==> config.mk <==
export PLATFORM = sky130hd
export DESIGN_NAME = dcsformer_seq_ctrl
export DESIGN_NICKNAME = d
export VERILOG_FILES = /design/src/rtl/dcsformer_seq_ctrl.sv
export SDC_FILE = /design/constraint.sdc
export NUM_CORES = 1
export LEC_CHECK = 0
export ABC_AREA = 0
export CORE_UTILIZATION = 30
export DETAILED_ROUTE_END_ITERATION = 10
export GPL_TIMING_DRIVEN = 0
export PLACE_DENSITY = 0.45
export REMOVE_ABC_BUFFERS = 1
export SKIP_CTS_REPAIR_TIMING = 1
export SLEW_MARGIN = 25
export SYNTH_ARGS = -nofsm -noshare
export SYNTH_HDL_FRONTEND = slang
export SYNTH_SLANG_ARGS = --single-unit
==> constraint.sdc <==
create_clock -name clk -period 10.24 [get_ports clk]
set_clock_uncertainty 0.1 [all_clocks]
set_input_delay 1.536 -clock clk [delete_from_list [all_inputs] [get_ports clk]]
set_output_delay 1.536 -clock clk [all_outputs]
set_load 0.005 [all_outputs]
==> src/rtl/dcsformer_seq_ctrl.sv <==
// dcsformer_seq_ctrl: buffers host bytes and replays them to the DCSformer core as gap-free bursts, then drains results
// Optional watchdog on WAIT_R/COLLECT enabled by defining DCS_SEQ_TIMEOUT_EN.
module dcsformer_seq_ctrl #(
  parameter int I_LEN  = 128,
  parameter int W_LEN  = 8,
  parameter int O_LEN  = 8,
  parameter int TO_CYC = 1024
) (
  input  logic        clk,
  input  logic        rst,
  input  logic        s_valid,
  input  logic [7:0]  s_data,
  output logic        s_ready,
  output logic        core_i_valid,
  output logic        core_w_valid,
  output logic [7:0]  core_data,
  input  logic        core_w_ready,
  input  logic        core_o_valid,
  input  logic [31:0] core_o_data,
  output logic        m_valid,
  output logic [31:0] m_data,
  input  logic        m_ready,
  output logic        busy,
  output logic        frame_done,
  output logic        err_unexp,
  output logic        err_timeout
);
  localparam int B  = I_LEN > W_LEN ? I_LEN : W_LEN;
  localparam int CW = $clog2(B);
  localparam int OW = $clog2(O_LEN);
  typedef enum logic [2:0] {FILL_I, BURST_I, WAIT_R, FILL_W, BURST_W, COLLECT, DRAIN} state_t;
  state_t state;
  logic [CW-1:0] cnt;
  logic [OW-1:0] ocnt, dcnt;
  logic [7:0] byte_buf [B];
  logic [31:0] obuf [O_LEN];
  logic acc, last, o_last, d_last;
  assign acc = s_valid && s_ready;
  assign last = (state == FILL_I || state == BURST_I) ? cnt == CW'(I_LEN - 1) : cnt == CW'(W_LEN - 1);
  assign o_last = ocnt == OW'(O_LEN - 1);
  assign d_last = dcnt == OW'(O_LEN - 1);
  assign m_valid = state == DRAIN;
  assign m_data = m_valid ? obuf[dcnt] : '0;
  assign frame_done = m_valid && m_ready && d_last;
  assign busy = !(state == FILL_I && cnt == '0);
  always_ff @(posedge clk) begin
    if (acc) byte_buf[cnt] <= s_data;
    if (state == COLLECT && core_o_valid) obuf[ocnt] <= core_o_data;
  end
`ifdef DCS_SEQ_TIMEOUT_EN
  logic [15:0] wd;
`else
  logic [31:0] unused_to;
  assign unused_to = TO_CYC;
  assign err_timeout = 1'b0;
`endif
  always_ff @(posedge clk or posedge rst) begin
    if (rst) begin
      state <= FILL_I;
      cnt <= '0;
      ocnt <= '0;
      dcnt <= '0;
      s_ready <= 1'b0;
      core_i_valid <= 1'b0;
      core_w_valid <= 1'b0;
      core_data <= '0;
      err_unexp <= 1'b0;
`ifdef DCS_SEQ_TIMEOUT_EN
      wd <= '0;
      err_timeout <= 1'b0;
`endif
    end else begin
      core_i_valid <= state == BURST_I;
      core_w_valid <= state == BURST_W;
      core_data <= (state == BURST_I || state == BURST_W) ? byte_buf[cnt] : '0;
      if (core_o_valid && state != COLLECT) err_unexp <= 1'b1;
      case (state)
        FILL_I, FILL_W: begin
          s_ready <= !(acc && last);
          if (acc) begin
            cnt <= last ? '0 : cnt + 1'b1;
            if (last) state <= state == FILL_I ? BURST_I : BURST_W;
          end
        end
        BURST_I, BURST_W: begin
          cnt <= last ? '0 : cnt + 1'b1;
          if (last) state <= state == BURST_I ? WAIT_R : COLLECT;
        end
        WAIT_R: if (core_w_ready) begin
          state <= FILL_W;
          s_ready <= 1'b1;
        end
        COLLECT: if (core_o_valid) begin
          ocnt <= o_last ? '0 : ocnt + 1'b1;
          if (o_last) state <= DRAIN;
        end
        DRAIN: if (m_ready) begin
          dcnt <= d_last ? '0 : dcnt + 1'b1;
          if (d_last) begin
            state <= FILL_I;
            s_ready <= 1'b1;
          end
        end
        default: state <= FILL_I;
      endcase
`ifdef DCS_SEQ_TIMEOUT_EN
      // Only cycles without progress in the two waiting states advance the watchdog
      if ((state == WAIT_R && !core_w_ready) || (state == COLLECT && !core_o_valid)) begin
        wd <= wd + 1'b1;
        if (wd == 16'(TO_CYC - 1)) begin
          err_timeout <= 1'b1;
          state <= FILL_I;
          cnt <= '0;
          ocnt <= '0;
          s_ready <= 1'b1;
          wd <= '0;
        end
      end else wd <= '0;
`endif
    end
  end
endmodule
After elaboration in Yosys (flattened, before gate mapping) --
Memories as Yosys holds them, arrays and structs flattened. Cells that the tools add are included.
Storage, ports and cells: register bits 28, latch bits 0, memory bits (writable) 1280, ROM bits 0, input port bits 46, output and inout bits 48, word-level logic and storage cells 82, memories 2
Memories:
- byte_buf | depth 128, bits a word 8, read ports 1, clocked after memory_dff 0, wr ports 1, RTL line 35 | logic [7:0] byte_buf [B];
- obuf | depth 8, bits a word 32, read ports 1, clocked after memory_dff 0, wr ports 1, RTL line 36 | logic [31:0] obuf [O_LEN];
Cells by class: add/subtract/negate cells 3, multiply operators 0, div/mod/pow operators 0, magnitude comparators 0, equality and inequality tests 19, shift operators 0, muxes and demuxes 27, bitwise gates (word level) 0, reductions and logical operators 22
Operators by type and width (number):
- $mux 3 | 12
- $mux 32 | 1
- $eq 3x3->1 const B | 5
- $pmux 3 s5 | 1
- $mux 7 | 2
- $pmux 7 s2 | 1
- $ne 2x2->1 const B | 6
- $mux 1 | 8
- $mux 8 | 1
- $reduce_and 8->1 | 1
- $add 7x1->7 const B | 1
- $eq 7x3->1 const B | 1
- $eq 7x7->1 const B | 1
- $logic_and 1x1->1 | 7
- $logic_not 7->1 | 1
- $add 3x1->3 const B | 2
- $eq 3x2->1 const B | 2
- $reduce_and 2->1 | 3
- $ne 2x1->1 const B | 2
- $reduce_and 4->1 | 1
- $reduce_or 2->1 | 2
- $eq 3x1->1 const B | 1
- $logic_not 3->1 | 1
- $ne 3x3->1 const B | 1
- 5 further kinds | 7

Depth between registers and ports, before layout --
Gate-level depths: netlist of run 1.
word-level depth 6, gate-level depth with buffers 9

Least setup slack after synthesis of run 1 --
OpenSTA, ideal clock, no wires.
path kind input-to-reg, start input core_o_valid, end memory obuf[0][0], enable pin, setup time 502 ps, arrival time 4850 ps, data required time 9638 ps, path slack 4788 ps, stages on the path 2, buffers on the path 0, path through nand3_1 > nor4_1
On the way: longest elaborated chain between the ends 3
RTL lines:
- start: declaration | RTL line 18 | input logic core_o_valid,
- $logic_and 1x1->1 | RTL line 48 | if (state == COLLECT && core_o_valid) obuf[ocnt] <= core_o_data;
- $mux 1 | RTL line 48
- $mux 1 (implied by the code) | RTL line 48
- end: declaration | RTL line 36
Every way passes these cells.

Worst setup path in the final report of run 1 --
start register cnt[5], end output busy
On the way: longest elaborated chain between the ends 3
RTL lines:
- start: declaration | RTL line 33 | logic [CW-1:0] cnt;
- start signal: assignment | RTL line 81 | cnt <= last ? '0 : cnt + 1'b1;
- start signal: assignment | RTL line 86 | cnt <= last ? '0 : cnt + 1'b1;
- $logic_not 7->1 | RTL line 45 | assign busy = !(state == FILL_I && cnt == '0);
- $logic_and 1x1->1 | RTL line 45
- $logic_not 1->1 | RTL line 45
- end: declaration | RTL line 23 | output logic busy,
Every way passes these cells.

==> results by group, run 1 <==
Run status
  – Status: completed

STA
  – Final setup margin: 5.04 ns
  – FMAX: 192 MHz
  – Endpoints failing setup: 0
  – Final hold vios: 0
  – Hold WS: 0.361 ns
  – Max_slew headroom: 33.7%
  – Tmin final: 5.20 ns
  – Worst slew pin tran: 0.982 ns
  – RSZ-0062 raised after global routing: false
  – Tcrit/Tclk final: 50.8%
  – Setup_tns: 0 ns
  – Max Slew Vio Count: 0

Route
  – DRC Markers: 0
  – WL/cell: 23.9 um
  – Via Count: 25822
  – Number of routed nets with antenna violations: 0
  – Average via count per standard cell: 4.86
  – Initial drt markers: 1740
  – First-pass DRT Iterations: 7
  – DRT Wirelength: 127 mm

Floorplanning
  – Die extent in y: 415 um
  – Starting density of the core: 30.2%
  – I/O pin cnt: 94
  – Core ar.: 169000 um2
  – Row count: 151
  – Die ar.: 172000 um2
  – Die extent in x: 415 um

Clock network
  – Maximum clock path buffer count: 3
  – Latest clock arrival within the worst-skew pair: 0.78 ns
  – CTS tree: built
  – Num Clock Sinks: 1308
  – Worst-path clk slew: 0.06 ns
  – Cts bufs inserted: 145
  – Max H-tree Level: 4
  – Clock root buffer: clkbuf_16

Placement
  – Placed Area: 55600 um2
  – DP Wirelength: 81.8 mm
  – GP Congestion: 0.762
  – Dpl cells: 5049
  – Port Buffers: 92
  – Pre-CTS setup slack: 5.05 ns

Global route
  – Largest net degree at the start of global routing: 82
  – Antenna violations before repair: 8
  – M1 GR Usage: 18.1%
  – First-pass GRT wire length: 184 mm
  – GRT met3 Usage: 2.89%
  – Total track usage: 14.6%
  – Global route hottest layer: met2
  – M2 GR Usage: 25.4%
  – Global route total overflow: 0
  – Vias in the first global route: 26794

Power
  – Pwr Total: 11.0 mW
  – Clk pwr share: 45.4%
  – Psw: 2.19 mW
  – PD cells: 183 nW/um2
  – Max IR drop VDD: 0.168 mV
  – Int Pwr: 8.79 mW
  – Switching part of the total: 20.0%
  – Gate power share: 1.1%
  – Flop pwr share: 53.5%
  – Pleak: 21.9 nW

Worst setup path
  – Worst path bufs/invs: 1
  – R2R Setup Slk: 6.11 ns
  – R2r endpoint: core_data[0]
  – CP Class: flip-flop to output pin
  – Crit Path Max Fanout: 16
  – Worst Path Arrival: 3.57 ns
  – Crit path largest cell delay: 0.91 ns
  – Crit-path leading delay family: simple AND/OR/NAND/NOR gates
  – Worst-path cell with the longest stage delay: or4_1
  – FF-to-FF path depth: 9
  – Required time of the critical path: 8.60 ns
  – Reg-to-Reg Start: cnt[0]
  – CP Launch Type: flip-flop
  – Crit path from: cnt[5]
  – Critical-path cell list: or4_1, nor4bb_1, nand2_1, clkdlybuf4s50_1
  – Worst Setup End Kind: output pin

Layout
  – Multi-input logic area: 11100 um2
  – Share of layout cells above drive strength 1: 12.7%
  – Syn-to-layout area delta: 17.7%
  – Fin nets: 3030
  – Fillcell total: 15653
  – Commonest non-fill, non-tap cell in the layout: edfxtp_1
  – Layout Utilization: 35.5%
  – Commonest cells after routing, fill and taps aside: 1280 x edfxtp_1, 545 x mux2i_1, 257 x o22ai_1
  – Sequential cell area: 39200 um2
  – Layout Cells excl Fill: 5309
  – Design area: 60200 um2

Synthesis
  – Unique masters post-synth: 46
  – Syn Inst Count: 2827
  – Syn_area_per_cell: 18.1 um2
  – Top cell type's share of synthesized area: 75.2%
  – Cell Area, Synth: 51100 um2
  – Sequential share of the synthesized area: 76.6%
  – Synth area leader: edfxtp_1
  – Async S/R FF share, synth: 2.14%
  – Largest cells by area after synthesis: edfxtp_1 75%, mux2i_1 11%, o22ai_1 3.1%, mux4_2 2.8%, dfrtp_1 1.4%
  – EDFF count, synth: 1280
  – FF+latch count, synth: 1308
  – Syn. warnings: 0
  – Main flop type after synthesis: edfxtp_1

Min path
  – Hold worst-path end: err_unexp
  – Hold Crit Depth: 1
  – Worst hold start: err_unexp
  – Worst hold path type: flip-flop to flip-flop

Job
  – Max capacitance violation total: 0
registers in the layout, summed over array words and instances (netlist names), 3 cells and up:
signal / flops
obuf: 256
core_data: 8
dcnt: 3
byte_buf: 1024
state: 3
ocnt: 3
cnt: 7
worst max path at each step:
stage                  endpoint  slack (ns)  cells past startpoint
3_5_place_dp         frame_done        5.05                      4
2_1_floorplan  byte_buf[102][0]       -8.48                      3
4_1_cts                    busy        4.96                      7
3_3_place_gp    byte_buf[22][6]      -16.21                      3
6_report                   busy        5.04                      4
5_1_grt                    busy        4.94                      4
layer usage:
layer / vias up / routed length (um)
li1: 11700 / -
met1: 13326 / 53100
met2: 582 / 64200
met3: 200 / 6000
met4: 14 / 3430
met5: - / 92
power by group through the flow:
stage	combinational, mW	sequential (mW)	clock (mW)
after global routing	0.137	5.87	5.31
final	0.125	5.88	4.99
after floorplan	0.00375	5.99	0
after global placement	0.109	6.02	0
after detailed placement	0.131	5.99	0
after CTS	0.131	5.88	5.10
area by class of cell:
cell class / count / share of cell area, %
multi-input cells: 1335 / 18.4
repair buffers: 180 / 4.26
clock inverters: 81 / 1.26
inverters: 8 / 0.0499
diodes: 1 / 0.00416
clock buffers: 178 / 6.34
flip-flops and latches: 1308 / 65.1
well taps: 2218 / 4.61
cell families after synthesis:
| kind of cell | count (synthesis) | share of synthesized area [%] |
|---|---|---|
| adder cells (fa/ha/maj) | 6 | 0.147 |
| AND/OR/NAND/NOR | 257 | 2.10 |
| buffers and inverters | 184 | 2.02 |
| AO/OA/AOI/OAI | 455 | 5.50 |
| flip-flops | 1308 | 76.6 |
| other | 1 | 0.00734 |
| XOR/XNOR | 1 | 0.0171 |
| multiplexers | 615 | 13.6 |
cell usage after synthesis, drive strengths merged, types with 9 or more instances:
master / instances
nor3: 9
a41oi: 33
mux4: 64
dfrtp: 28
edfxtp: 1280
buf: 125
nand2b: 9
clkbuf: 51
nor2: 177
nand2: 32
o21ai: 136
mux2i: 546
nand3: 11
o22ai: 257
No activity file was read; power rests on OpenSTA's default activity.
==> inputs of run 2 (changes only) <==
==> constraint.sdc (replaced) <==
create_clock -name clk -period 5.2 [get_ports clk]
set_clock_uncertainty 0.1 [all_clocks]
set_input_delay 0.78 -clock clk [delete_from_list [all_inputs] [get_ports clk]]
set_output_delay 0.78 -clock clk [all_outputs]
set_load 0.005 [all_outputs]
==> results of run 2 <==
Same layout as run 1 (identical final DEF). Status: completed.
Main changes from that run: setup slack after placement 5.05 ns -> 1.08 ns; setup slack after layout 5.04 ns -> 0.752 ns; hold slack 0.361 ns -> 0.334 ns; register-to-register setup slack 6.11 ns -> 1.07 ns; end point of the worst hold path err_unexp -> byte_buf[102][2]; total power 11.0 mW -> 21.6 mW; worst IR drop on VDD 0.168 mV -> 0.331 mV
